<file path="config.mk">
export PLATFORM = sky130hd
export DESIGN_NAME = ls_cnt_multi_flat
export DESIGN_NICKNAME = d
export VERILOG_FILES = /design/src/rtl/ls_cnt_multi_if.sv /design/src/rtl/ls_cnt_multi.sv /design/src/flat_wrapper.sv
export SDC_FILE = /design/constraint.sdc
export NUM_CORES = 1
export LEC_CHECK = 0
export ABC_AREA = 0
export ABC_CLOCK_PERIOD_IN_PS = 2200
export CORE_MARGIN = 2
export CORE_UTILIZATION = 40
export CTS_CLUSTER_SIZE = 20
export DETAILED_ROUTE_END_ITERATION = 16
export PLACE_DENSITY = 0.59
export REMOVE_ABC_BUFFERS = 1
export SETUP_SLACK_MARGIN = 0.05
export SLEW_MARGIN = 20
export SYNTH_ARGS = -nofsm -noshare
export SYNTH_HDL_FRONTEND = slang
export SYNTH_SLANG_ARGS = --single-unit
export TNS_END_PERCENT = 5
</file>
<file path="constraint.sdc">
create_clock -name CLK -period 2.2 [get_ports CLK]
set_input_delay 0.33 -clock CLK [delete_from_list [all_inputs] [get_ports CLK]]
set_output_delay 0.33 -clock CLK [all_outputs]
set_load 0.1 [all_outputs]
</file>
<file path="src/rtl/ls_cnt_multi_if.sv">
// Bundle of the compare/readout signals shared between the host side and ls_cnt_multi.
// The host drives the stimulus and readout select; the counter block drives status and readout.
interface ls_cnt_multi_if #(
    parameter int NCH   = 4,
    parameter int CNT_W = 16,
    parameter int SEL_W = 2
);
    logic             EN;
    logic             CLR;
    logic             DATA;
    logic [NCH-1:0]   Q;
    logic [SEL_W-1:0] RD_SEL;
    logic [CNT_W-1:0] RD_CNT;
    logic [NCH-1:0]   ERR_BIT;
    logic [NCH-1:0]   LOCKED;
    logic [NCH-1:0]   SAT;

    modport master (
        output EN, CLR, DATA, Q, RD_SEL,
        input  RD_CNT, ERR_BIT, LOCKED, SAT
    );

    modport slave (
        input  EN, CLR, DATA, Q, RD_SEL,
        output RD_CNT, ERR_BIT, LOCKED, SAT
    );
endinterface

</file>
<file path="src/rtl/ls_cnt_multi.sv">
// Multi-channel latch/shift-register error counter: each chain locks to its first rising
// edge, is compared bit-by-bit against the delayed DATA stream, and feeds a saturating counter.
module ls_cnt_multi #(
    parameter int NCH      = 4,
    parameter int CNT_W    = 16,
    parameter int DATA_DLY = 0,
    parameter int SEL_W    = 2
) (
    input logic           CLK,
    input logic           RST,
    ls_cnt_multi_if.slave bus
);

    typedef enum logic [1:0] {
        ST_ARM,
        ST_SYNC,
        ST_COMPARE
    } state_t;

    logic [NCH-1:0]      q1, qs, qp;
    logic [DATA_DLY+1:0] d_sr;
    logic                dd;
    logic [NCH-1:0]      rise;

    state_t              state_q [NCH];
    state_t              state_d [NCH];

    logic [CNT_W-1:0]    cnt [NCH];
    logic [NCH-1:0]      err_bit;
    logic [NCH-1:0]      sat;
    logic [NCH-1:0]      locked;
    logic [CNT_W-1:0]    rd_cnt;
    logic [CNT_W-1:0]    rd_next;

    assign dd   = d_sr[DATA_DLY+1];
    assign rise = qs & ~qp;

    // Input pipeline; DATA gets DATA_DLY+2 flops so dd lines up with qs.
    // NOTE: every clocked process uses non-blocking (<=) so all flops update from pre-edge values.
    always_ff @(posedge CLK or negedge RST) begin
        if (!RST) begin
            q1   <= '0;
            qs   <= '0;
            qp   <= '0;
            d_sr <= '0;
        end else begin
            q1   <= bus.Q;
            qs   <= q1;
            qp   <= qs;
            d_sr <= {d_sr[DATA_DLY:0], bus.DATA};
        end
    end

    always_ff @(posedge CLK or negedge RST) begin
        if (!RST) begin
            for (int i = 0; i < NCH; i++) state_q[i] <= ST_ARM;
        end else begin
            state_q <= state_d;
        end
    end

    // NOTE: next-state is defaulted to the current state first so no path leaves it unassigned (no latch).
    always_comb begin
        for (int i = 0; i < NCH; i++) begin
            state_d[i] = state_q[i];
            if (bus.CLR) begin
                state_d[i] = ST_ARM;
            end else if (bus.EN) begin
                case (state_q[i])
                    ST_ARM:     if (rise[i]) state_d[i] = ST_SYNC;
                    ST_SYNC:    if (dd)      state_d[i] = ST_COMPARE;
                    ST_COMPARE: state_d[i] = ST_COMPARE;
                    default:    state_d[i] = ST_ARM;
                endcase
            end
        end
    end

    always_comb begin
        for (int i = 0; i < NCH; i++) locked[i] = (state_q[i] == ST_COMPARE);
    end

    // Compare uses the registered state, so the cycle that enters COMPARE is not compared.
    // NOTE: the counters are a handful of flops, not a RAM, so they take the async reset too.
    always_ff @(posedge CLK or negedge RST) begin
        if (!RST) begin
            err_bit <= '0;
            sat     <= '0;
            for (int i = 0; i < NCH; i++) cnt[i] <= '0;
        end else begin
            for (int i = 0; i < NCH; i++) begin
                if (bus.CLR) begin
                    err_bit[i] <= 1'b0;
                    sat[i]     <= 1'b0;
                    cnt[i]     <= '0;
                end else begin
                    err_bit[i] <= locked[i] && bus.EN && (qs[i] ^ dd);
                    if (err_bit[i]) begin
                        if (cnt[i] != '1) cnt[i] <= cnt[i] + CNT_W'(1);
                        else              sat[i] <= 1'b1;
                    end
                end
            end
        end
    end

    // Out-of-range selects match no channel and read back zero.
    always_comb begin
        rd_next = '0;
        for (int i = 0; i < NCH; i++) begin
            if (bus.RD_SEL == SEL_W'(i)) rd_next = cnt[i];
        end
    end

    always_ff @(posedge CLK or negedge RST) begin
        if (!RST) rd_cnt <= '0;
        else      rd_cnt <= rd_next;
    end

    assign bus.RD_CNT  = rd_cnt;
    assign bus.ERR_BIT = err_bit;
    assign bus.LOCKED  = locked;
    assign bus.SAT     = sat;

endmodule

</file>
<file path="src/flat_wrapper.sv">
// flat-port wrapper written by rule: the top's interface ports become plain ports
module ls_cnt_multi_flat 
#(
    parameter int NCH      = 4,
    parameter int CNT_W    = 16,
    parameter int DATA_DLY = 0,
    parameter int SEL_W    = 2
)
  (CLK, RST, bus_EN, bus_CLR, bus_DATA, bus_Q, bus_RD_SEL, bus_RD_CNT, bus_ERR_BIT, bus_LOCKED, bus_SAT);
  ls_cnt_multi_if #(.NCH(NCH), .CNT_W(CNT_W), .SEL_W(SEL_W)) bus_i ();
  input logic CLK;
  input logic RST;
  input wire logic [$bits(bus_i.EN)-1:0] bus_EN;
  input wire logic [$bits(bus_i.CLR)-1:0] bus_CLR;
  input wire logic [$bits(bus_i.DATA)-1:0] bus_DATA;
  input wire logic [$bits(bus_i.Q)-1:0] bus_Q;
  input wire logic [$bits(bus_i.RD_SEL)-1:0] bus_RD_SEL;
  output wire logic [$bits(bus_i.RD_CNT)-1:0] bus_RD_CNT;
  output wire logic [$bits(bus_i.ERR_BIT)-1:0] bus_ERR_BIT;
  output wire logic [$bits(bus_i.LOCKED)-1:0] bus_LOCKED;
  output wire logic [$bits(bus_i.SAT)-1:0] bus_SAT;
  assign bus_i.EN = bus_EN;
  assign bus_i.CLR = bus_CLR;
  assign bus_i.DATA = bus_DATA;
  assign bus_i.Q = bus_Q;
  assign bus_i.RD_SEL = bus_RD_SEL;
  assign bus_RD_CNT = bus_i.RD_CNT;
  assign bus_ERR_BIT = bus_i.ERR_BIT;
  assign bus_LOCKED = bus_i.LOCKED;
  assign bus_SAT = bus_i.SAT;
  ls_cnt_multi #(.NCH(NCH), .CNT_W(CNT_W), .DATA_DLY(DATA_DLY), .SEL_W(SEL_W)) u_core (.CLK(CLK), .RST(RST), .bus(bus_i));
endmodule
</file>
==> metrics.md, run 1 <==
| Metric | Value |
|---|---|
| Syn avg cell area | `10.8 µm²` |
| Final setup viols | `0` |
| # diodes | `0` |
| Gr ovfl total | `0` |
| Per-cell routed wire length | `between 15 and 20 µm` |
| Leakage power | `around 2.8 nW` |
| Final worst slack | `318 ps` |
| Synth Register Bits | `110` |
| Post-CTS resize count | `0` |
| Sequential element share of the synthesized area | `49.3%` |
| Chip height | `122 µm` |
| Tightest Pin Transition | `617 ps` |
| Total GRT Usage | `between 10% and 20%` |
| MaxCap Viol Count | `0` |
| Top_reg_cell synth | `dfrtp_1` |
| DRT Wirelength | `between 10 and 15 mm` |
| FF-to-FF Start | `u_core.cnt[0]` |
| Via count | `4034` |
| Reg2reg setup slack | `around 320 ps` |
| Crit path to | `u_core.cnt[14]` |
| Power Dens Cells | `588 mW/mm²` |
| Total CTS buffers | `9` |
| Vias in the first global route | `between 4k and 5k` |
| Largest net degree at the start of global routing | `45` |
| Slew Limit Fails | `0` |
| Clock Latency Late Sink | `350 ps` |
| Reg-to-reg critical path endpoint | `u_core.cnt[14]` |
| Peak supply drop | `approximately 470 µV` |
| Hold crit path type | `reg -> reg` |
| Area leader, netlist | `dfrtp_1` |
| First-pass GRT wire length | `21.2 mm` |
| Crit path kind | `reg -> reg` |
| DR vias/cell | `5.45` |
| Count of final hold-check violations | `0` |
| DRT iter0 DRCs | `356` |
| Largest cells by area after synthesis | `dfrtp_1, mux4_2, nor2_1` |
| Clk buf depth | `2` |
| Mapped cell area | `0.00558 mm²` |
| Async set-reset flop share out of synthesis | `100%` |
| DP Wirelength | `9.28 mm` |
| # clock sinks | `110` |
| Post-route minimum period | `1880 ps` |
| FMAX | `531 MHz` |
| Sequential Power Share | `54.5%` |
| CP arrival | `2090 ps` |
| Setup TNS | `0 ps` |
| Internal | `just under 3 mW` |
| Root Driver | `clkbuf_16` |
| Final #Nets | `582` |
| Worst setup EP type | `flip-flop` |
| Antenna viol nets, final | `0` |
| Design Area, Final | `0.00641 mm²` |
| Layout area overhead | `14.7%` |
| Sw power | `between 0.8 and 0.9 mW` |
| Slew HR | `58.8%` |
| Fin crit share | `approximately 86%` |
| Library cells used by synthesis | `55` |
| Worst R2R Path Depth | `6` |
| WP data required | `~2400 ps` |
| RSZ-0062 raised after global routing | `no` |
| Ratio of cells with drive above 1 in the final layout | `16.3%` |
| Floorplan core area | `0.0138 mm²` |
| H-tree levels | `3` |
| Top-area cell type share of the netlist area | `between 40% and 50%` |
| Clk_skew | `between 6 and 7 ps` |
| Drt drc | `0` |
| Yosys synthesis warning count | `0` |
| Sw Share | `22.7%` |
| Initial antenna violation count | `0` |
| Worst-path clk slew | `about 70 ps` |
| Post-CTS setup buffers | `0` |
| Full die area | `0.0149 mm²` |
| Initial Util | `40.5%` |
| 1st-pass router iterations | `5` |
| Combinational power share | `5.2%` |
| I/O pins | `39` |
| Mapped Cells | `between 500 and 600` |
| CP startpoint | `u_core.cnt[0]` |
| CP max FO | `6` |
| Row cnt | `43` |
| DP Area | `0.00613 mm²` |
| Setup slack after placement | `337 ps` |
| Post-synth EDFFs | `0` |
| Width of the chip | `122 µm` |
| TritonCTS clock tree | `done` |
| Pwr Total | `around 3.8 mW` |
| Clock power share | `40.3%` |
| Setup crit start kind | `flip-flop` |
| Placer Congestion | `a little over 0.8` |
| IO Port Bufs | `38` |
| Status | `finished, final reports clean` |
## placed cells by master (no fill, tap or decap), types with 8 or more instances in the layout
cell / count
buf_4: 36
nand2_1: 19
xnor2_1: 17
o21ai_0: 18
ha_1: 16
nand3_1: 23
clkdlybuf4s50_1: 8
and3_1: 17
clkbuf_16: 9
mux4_2: 15
dfrtp_1: 110
nor2_1: 75
a21oi_1: 23
mux2i_1: 16
nand4_1: 15
nor3_1: 17
xor2_1: 23
or3_1: 9
inv_1: 18
## power by group through the flow
stage | Sequential, mW | Clock, mW | Combinational (mW)
after floorplan | 2.09 | 0 | 0.0732
after global placement | 2.09 | 0 | 0.196
after detailed placement | 2.09 | 0 | 0.202
after CTS | 2.05 | 1.56 | 0.204
after global routing | 2.06 | 1.65 | 0.225
final | 2.05 | 1.52 | 0.197
## worst min path at each step
stage	start	end	slack, ps	cells past startpoint
after floorplan	RST	u_core.bus.ERR_BIT[0]	30	0
after global placement	u_core.q1[2]	u_core.qs[2]	330	0
after detailed placement	u_core.q1[2]	u_core.qs[2]	340	0
after CTS	u_core.q1[2]	u_core.qs[2]	350	0
final	u_core.q1[3]	u_core.qs[3]	350	0
after global routing	u_core.q1[1]	u_core.qs[1]	360	0
## synth_stat cells, types with 3 or more instances
| library cell | n |
|---|---|
| dfrtp_1 | 110 |
| nor2_1 | 75 |
| a21oi_1 | 23 |
| nand3_1 | 23 |
| xor2_1 | 23 |
| nand2_1 | 19 |
| inv_1 | 18 |
| o21ai_0 | 18 |
| and3_1 | 17 |
| nor3_1 | 17 |
| xnor2_1 | 17 |
| ha_1 | 16 |
| mux2i_1 | 16 |
| mux4_2 | 15 |
| nand4_1 | 15 |
| clkbuf_1 | 10 |
| or3_1 | 9 |
| buf_2 | 6 |
| and4_1 | 5 |
| nand2b_1 | 5 |
| o211ai_1 | 5 |
| o2111ai_1 | 4 |
| nand3_2 | 3 |
| nor2b_1 | 3 |
| nor3_2 | 3 |
| nor3b_1 | 3 |
| o21a_1 | 3 |
## cell families (layout without fill, tap and decap cells)
kind of cell	Yosys count	in the layout	share of synthesized area [%]
simple gates	211	211	20.1
flops	110	110	49.3
compound gates	67	67	8.18
xor+xnor	40	40	6.27
buf+inv	39	84	3.18
mux	32	32	9.39
fa+ha+maj	16	16	3.58
## worst max-delay path: stages, from the launching register on
cell       delay [ps]
dfrtp_1           420
ha_1              220
and3_1            370
nand2_4           150
a2111oi_4         360
xnor2_1           160
nor2_1             50
## state kept, by name, summed over array words and instances, names as in the netlist
register and flops:
u_core.cnt 64, u_core.bus.RD_CNT 16, u_core.state_q 8, u_core.bus.ERR_BIT 4, u_core.bus.SAT 4, u_core.q1 4, u_core.qp 4, u_core.qs 4
u_core.d_sr 2
## per-layer routing
metal  track usage (%)  wire length [µm]
met1              24.7              5730
met2              30.3              6200
met3              4.17               536
met4              6.18               242
met5                 0                 0
## through the flow
step / util, % / std cells / hold slack [ps]
after floorplan: - / 494 / 34.4
after global placement: 44.5 / 723 / 333
after detailed placement: 44.5 / 723 / 336
after CTS: 46.5 / 740 / 351
after global routing: 46.5 / 740 / 356
final: 46.5 / 740 / 354
## timing repair
item                                   CTS  global route
endpoints found under the hold margin   15             0
hold buffers                             1             0
setup endpoints to repair                0             0
## layout make-up
type | count | area (µm²)
flip-flops and latches | 110 | 2750
repair buffers | 50 | 445
fillers | 1321 | 7370
clock buffers | 15 | 258
multi-input cells | 366 | 2650
well taps | 180 | 225
inverters | 18 | 67.6
clock inverters | 1 | 5.00
Note: power is estimated with default switching activity, not from simulation.
==> inputs of run 2 (changes only) <==
--- a/config.mk
+++ b/config.mk
@@ -6,12 +6,12 @@
 export NUM_CORES = 1
 export LEC_CHECK = 0
 export ABC_AREA = 0
-export ABC_CLOCK_PERIOD_IN_PS = 2200
+export ABC_CLOCK_PERIOD_IN_PS = 1500
 export CORE_MARGIN = 2
 export CORE_UTILIZATION = 40
 export CTS_CLUSTER_SIZE = 20
 export DETAILED_ROUTE_END_ITERATION = 16
-export PLACE_DENSITY = 0.59
+export PLACE_DENSITY = 0.61
 export REMOVE_ABC_BUFFERS = 1
 export SETUP_SLACK_MARGIN = 0.05
 export SLEW_MARGIN = 20
==> constraint.sdc (replaced) <==
create_clock -name CLK -period 1.5 [get_ports CLK]
set_input_delay 0.225 -clock CLK [delete_from_list [all_inputs] [get_ports CLK]]
set_output_delay 0.225 -clock CLK [all_outputs]
set_load 0.1 [all_outputs]
==> run 2 against run 1 <==
The flow now finishes with violations (setup timing). Clock skew grew 2.0 ps. Total power increased by 62%. Worst setup slack got worse by 360 ps. Hold slack got worse by 130 ps. Utilization grew 11 points. First-iteration DRC count decreased by 11%. Critical path type unchanged. Critical endpoint is now u_core.cnt[21]. Largest power group unchanged.
==> metrics.md, run 2 (synthesis gave the netlist of run 1 again) <==
| Metric | Value |
|---|---|
| Crit path kind | `reg -> reg` |
| # clock sinks | `110` |
| DRT Wirelength | `14.4 mm` |
| Via count | `around 4.5k` |
| H-tree levels | `3` |
| DRT iter0 DRCs | `around 320` |
| Max reg flops | `64` |
| Crit-path cells | `ha_2 > and3_4 > nand2_4 > buf_4 > o211ai_1 > xor2_1 > nor2_1` |
| First-pass GRT wire length | `around 24 mm` |
| Final worst slack | `-46.6 ps` |
| Clk_skew | `~8.8 ps` |
| Post-route minimum period | `approximately 1500 ps` |
| Peak supply drop | `756 µV` |
| Biggest register | `u_core.cnt` |
| Slew HR | `72.7%` |
| Floorplan core area | `0.0138 mm²` |
| Chip height | `122 µm` |
| # diodes | `0` |
| Violated checks | `setup timing` |
| Post-route insts no fill | `839` |
| Leakage power | `3.46 nW` |
| Total GRT Usage | `20.8%` |
| Total CTS buffers | `9` |
| Antenna viol nets, final | `0` |
| Tightest Pin Transition | `407 ps` |
| Full die area | `0.0149 mm²` |
| Reg2reg setup slack | `-50 ps` |
| Most frequent cells in the layout | `buf_4, dfrtp_1, nor2_1` |
| IO Port Bufs | `38` |
| CP max FO | `4` |
| MaxCap Viol Count | `0` |
| Hold crit path type | `in -> reg` |
| WP data required | `1740 ps` |
| Status | `finished with violations` |
| Initial Util | `40.5%` |
| DR vias/cell | `5.31` |
| I/O pins | `39` |
| Clk buf depth | `2` |
| Clock Latency Late Sink | `360 ps` |
| Placer Congestion | `0.893` |
| Final setup viols | `14` |
| Width of the chip | `122 µm` |
| 1st-pass router iterations | `4` |
| CP arrival | `1790 ps` |
| DP Wirelength | `10.4 mm` |
| Setup crit start kind | `flip-flop` |
| TritonCTS clock tree | `done` |
| Setup TNS | `-275 ps` |
| Worst-path clk slew | `~70 ps` |
| Root Driver | `clkbuf_16` |
| Initial antenna violation count | `0` |
| FMAX | `647 MHz` |
| Row cnt | `43` |
| Count of final hold-check violations | `0` |
| Worst setup EP type | `flip-flop` |
| Drt drc | `0` |
| Largest net degree at the start of global routing | `47` |
| Per-cell routed wire length | `approximately 17 µm` |
| Fin crit share | `103%` |
| Placed insts | `818` |
| Slew Limit Fails | `0` |
| Post-Route Utilization | `57.3%` |
| Ratio of cells with drive above 1 in the final layout | `approximately two fifths` |
| Final #Nets | `between 600 and 700` |
| Power Dens Cells | `775 mW/mm²` |
| CP max stage delay | `~360 ps` |
| RSZ-0062 raised after global routing | `yes` |
| Final hold slack | `225 ps` |
| Pwr Total | `6.12 mW` |
| Gr ovfl total | `0` |
| CP max-delay cell | `dfrtp_1` |
| Vias in the first global route | `4600` |
| Layout area overhead | `41.3%` |
## run 2: cell count changes in the layout (fill, tap and decap cells not counted), sizes merged
| cell | change |
|---|---|
| buf | +99 |
| clkbuf | -6 |
| clkinvlp | +2 |
| bufinv | +3 |
| clkinv | +1 |
## run 2: worst paths after layout
check	from	endpoint	depth (start not counted)
max	u_core.cnt[17]	u_core.cnt[21]	7
min	bus_CLR	u_core.state_q[6]	2
max reg2reg	u_core.cnt[17]	u_core.cnt[21]	7
min reg2reg	u_core.q1[1]	u_core.qs[1]	0
max in group asynchronous	RST	u_core.cnt[8]	3
min in group asynchronous	RST	u_core.cnt[61]	2
## run 2: critical path, delay by kind of cell, from the launching register on
kind / cells / cell delay, ps
AOI/OAI and AO/OA: 1 / 210
xor gates and xnor gates: 1 / 190
adders and majority gates: 1 / 180
buffers and inverters: 1 / 140
DFF: 1 / 360
and+or+nand+nor: 3 / 350
## run 2: what timing repair did
item,CTS,global route
hold buffers,1,0
buffers inserted,3,1
pin swaps,22,30
setup endpoints to repair,67,72
gates resized for setup,44,42
endpoints found under the hold margin,21,0
## run 2: layer usage
layer,wire (µm),GRT usage [%]
met4,294,7.83
met1,6150,26.7
met3,512,3.79
met5,0,0
met2,7430,35.3
## run 2: power by group
part	internal [mW]	switching, mW	total [mW]
sequential	2.99	0.0229	3.02
clock	1.64	1.13	2.77
combinational	0.129	0.204	0.333
## run 2: layout make-up
type / count / area (µm²)
clock inverters: 7 / 123
multi-input cells: 366 / 2930
flip-flops and latches: 110 / 2760
fillers: 1208 / 5880
repair buffers: 149 / 1560
well taps: 180 / 225
clock buffers: 9 / 225
inverters: 18 / 67.6
## run 2: per-stage QoR
stage	worst slack [ps]	instance area [µm²]
after floorplan	-705	5470
after detailed placement	-172	7220
final	-46.6	7890
after global placement	-134	7220
after global routing	-175	7890
after CTS	-33.1	7760
==> inputs of run 3 (changes only) <==
--- a/config.mk
+++ b/config.mk
@@ -7,7 +7,8 @@
 export LEC_CHECK = 0
 export ABC_AREA = 0
 export ABC_CLOCK_PERIOD_IN_PS = 1500
-export CORE_MARGIN = 2
+export CAP_MARGIN = 15
+export CORE_MARGIN = 3
 export CORE_UTILIZATION = 40
 export CTS_CLUSTER_SIZE = 20
 export DETAILED_ROUTE_END_ITERATION = 16
==> run 3 against run 2 <==
The flow still finishes with violations (setup timing). Die area is 3.3% higher. Hold slack got worse by 2.0 ps. Final cell count grew 0.60%. Design area is 0.63% higher. Register-to-register slack got worse by 30 ps. Utilization is 1.7 points higher. Critical path depth down 2. Total power shrank 2.1%. Combinational power about the same. Maximum frequency down 1.9%. Clock power fell by 5%. Critical path type unchanged.
==> metrics.md, run 3 (synthesis gave the netlist of run 1 again) <==
| Metric | Value |
|---|---|
| Status | `finished with violations` |
| Violated checks | `setup timing` |
| Fin crit share | `105%` |
| MaxCap Viol Count | `0` |
| Most frequent cells in the layout | `buf_4, dfrtp_1, nor2_1` |
| CP arrival | `roughly 1800 ps` |
| Largest net degree at the start of global routing | `46` |
| Placed insts | `822` |
| Setup TNS | `-650 ps` |
| Initial Util | `41.5%` |
| Drt drc | `0` |
| I/O pins | `39` |
| Crit path kind | `reg -> reg` |
| WP data required | `1730 ps` |
| Floorplan core area | `approximately 0.013 mm²` |
| Post-Route Utilization | `59.0%` |
| Power Dens Cells | `around 750 mW/mm²` |
| CP max FO | `5` |
| Post-route insts no fill | `around 840` |
| Clk_skew | `just under 5 ps` |
| Final setup viols | `23` |
| Worst setup EP type | `flip-flop` |
| Final worst slack | `-76.6 ps` |
| Tightest Pin Transition | `413 ps` |
| GR Util met3 | `about 4.7%` |
| # clock sinks | `110` |
| Width of the chip | `between 100 and 150 µm` |
| Met2 Usage GRT | `36.4%` |
| Initial antenna violation count | `0` |
| H-tree levels | `3` |
| Gr busiest metal | `met2` |
| FMAX | `634 MHz` |
| Total GRT Usage | `20.6%` |
| Full die area | `between 0.015 and 0.02 mm²` |
| Leakage power | `3.49 nW` |
| Final #Nets | `690` |
| Clk buf depth | `2` |
| Worst-path clk slew | `70 ps` |
| DP Wirelength | `about 11 mm` |
| Layout area overhead | `42.2%` |
| Per-cell routed wire length | `approximately 17 µm` |
| Met1 GRT Util | `between 20% and 30%` |
| Setup crit start kind | `flip-flop` |
| Clock Latency Late Sink | `350 ps` |
| 1st-pass router iterations | `6` |
| DRT iter0 DRCs | `270` |
| DRT Wirelength | `14.5 mm` |
| Ratio of cells with drive above 1 in the final layout | `38.5%` |
| # diodes | `0` |
| Antenna viol nets, final | `0` |
| Chip height | `124 µm` |
| Peak supply drop | `just under 700 µV` |
| First-pass GRT wire length | `24.1 mm` |
| Pwr Total | `5.99 mW` |
| Row cnt | `42` |
| Max reg flops | `between 60 and 70` |
| Slew HR | `72.5%` |
| Post-route minimum period | `1580 ps` |
| IO Port Bufs | `38` |
| Count of final hold-check violations | `0` |
| TritonCTS clock tree | `done` |
| Gr ovfl total | `0` |
| Hold crit path type | `in -> reg` |
| RSZ-0062 raised after global routing | `yes` |
| Vias in the first global route | `4696` |
| Setup slack after placement | `-190 ps` |
| DR vias/cell | `roughly 5.4` |
| Slew Limit Fails | `0` |
| Commonest non-fill, non-tap cell in the layout | `buf_4` |
| Biggest register | `u_core.cnt` |
| Root Driver | `clkbuf_16` |
| Total CTS buffers | `9` |
| Placer Congestion | `0.912` |
| Via count | `4523` |
-- run 3: cell types whose count changed in the layout (fill, tap and decap cells not counted), sizes merged --
cell / previous run / this run
buf: 140 / 149
clkbuf: 9 / 11
bufinv: 3 / 2
clkinvlp: 2 / 1
-- run 3: layer usage --
metal,up-vias,part of all wire (%)
met1,2273,41
li1,2123,-
met5,-,0
met2,100,52
met4,0,2.3
met3,27,4.0
-- run 3: power breakdown --
group	switching, mW	internal [mW]
Sequential	0.0218	2.99
Combinational	0.203	0.131
Clock	1.09	1.56
-- run 3: final timing paths --
path	start	end	slack, ps	cells past startpoint
setup reg to reg	u_core.cnt[7]	u_core.cnt[5]	-80	5
setup / recovery	u_core.cnt[7]	u_core.cnt[5]	-80	5
hold reg to reg	u_core.q1[1]	u_core.qs[1]	350	0
min in group asynchronous	RST	u_core.cnt[54]	350	2
max in group asynchronous	RST	u_core.state_q[1]	580	3
hold / removal	bus_CLR	u_core.state_q[1]	220	2
-- run 3: stage by stage --
stage / hold slack, ps / cell area [µm²]
after floorplan: -70.6 / 5470
after global placement: 189 / 7270
after detailed placement: 190 / 7270
after CTS: 219 / 7820
after global routing: 227 / 7940
final: 223 / 7940
-- run 3: what timing repair did --
item,CTS,global route
hold buffers,1,0
resized for setup,45,43
setup endpoints to repair,65,78
endpoints found under the hold margin,25,0
pin swaps,20,19
setup buffers,5,0
-- run 3: critical path: stages, from the launching register on --
cell and delay (ps):
dfrtp_1 420, nand4_1 140, or3_4 420, o2111ai_4 230, xor2_1 190, nor2_1 60
-- run 3: area by class of cell --
cell class              count  area (µm²)
clock buffers              11         253
clock inverters             5        81.3
fillers                  1137        5510
inverters                  18        67.6
multi-input cells         366        2930
flip-flops and latches    110        2760
well taps                 176         220
repair buffers            158        1630
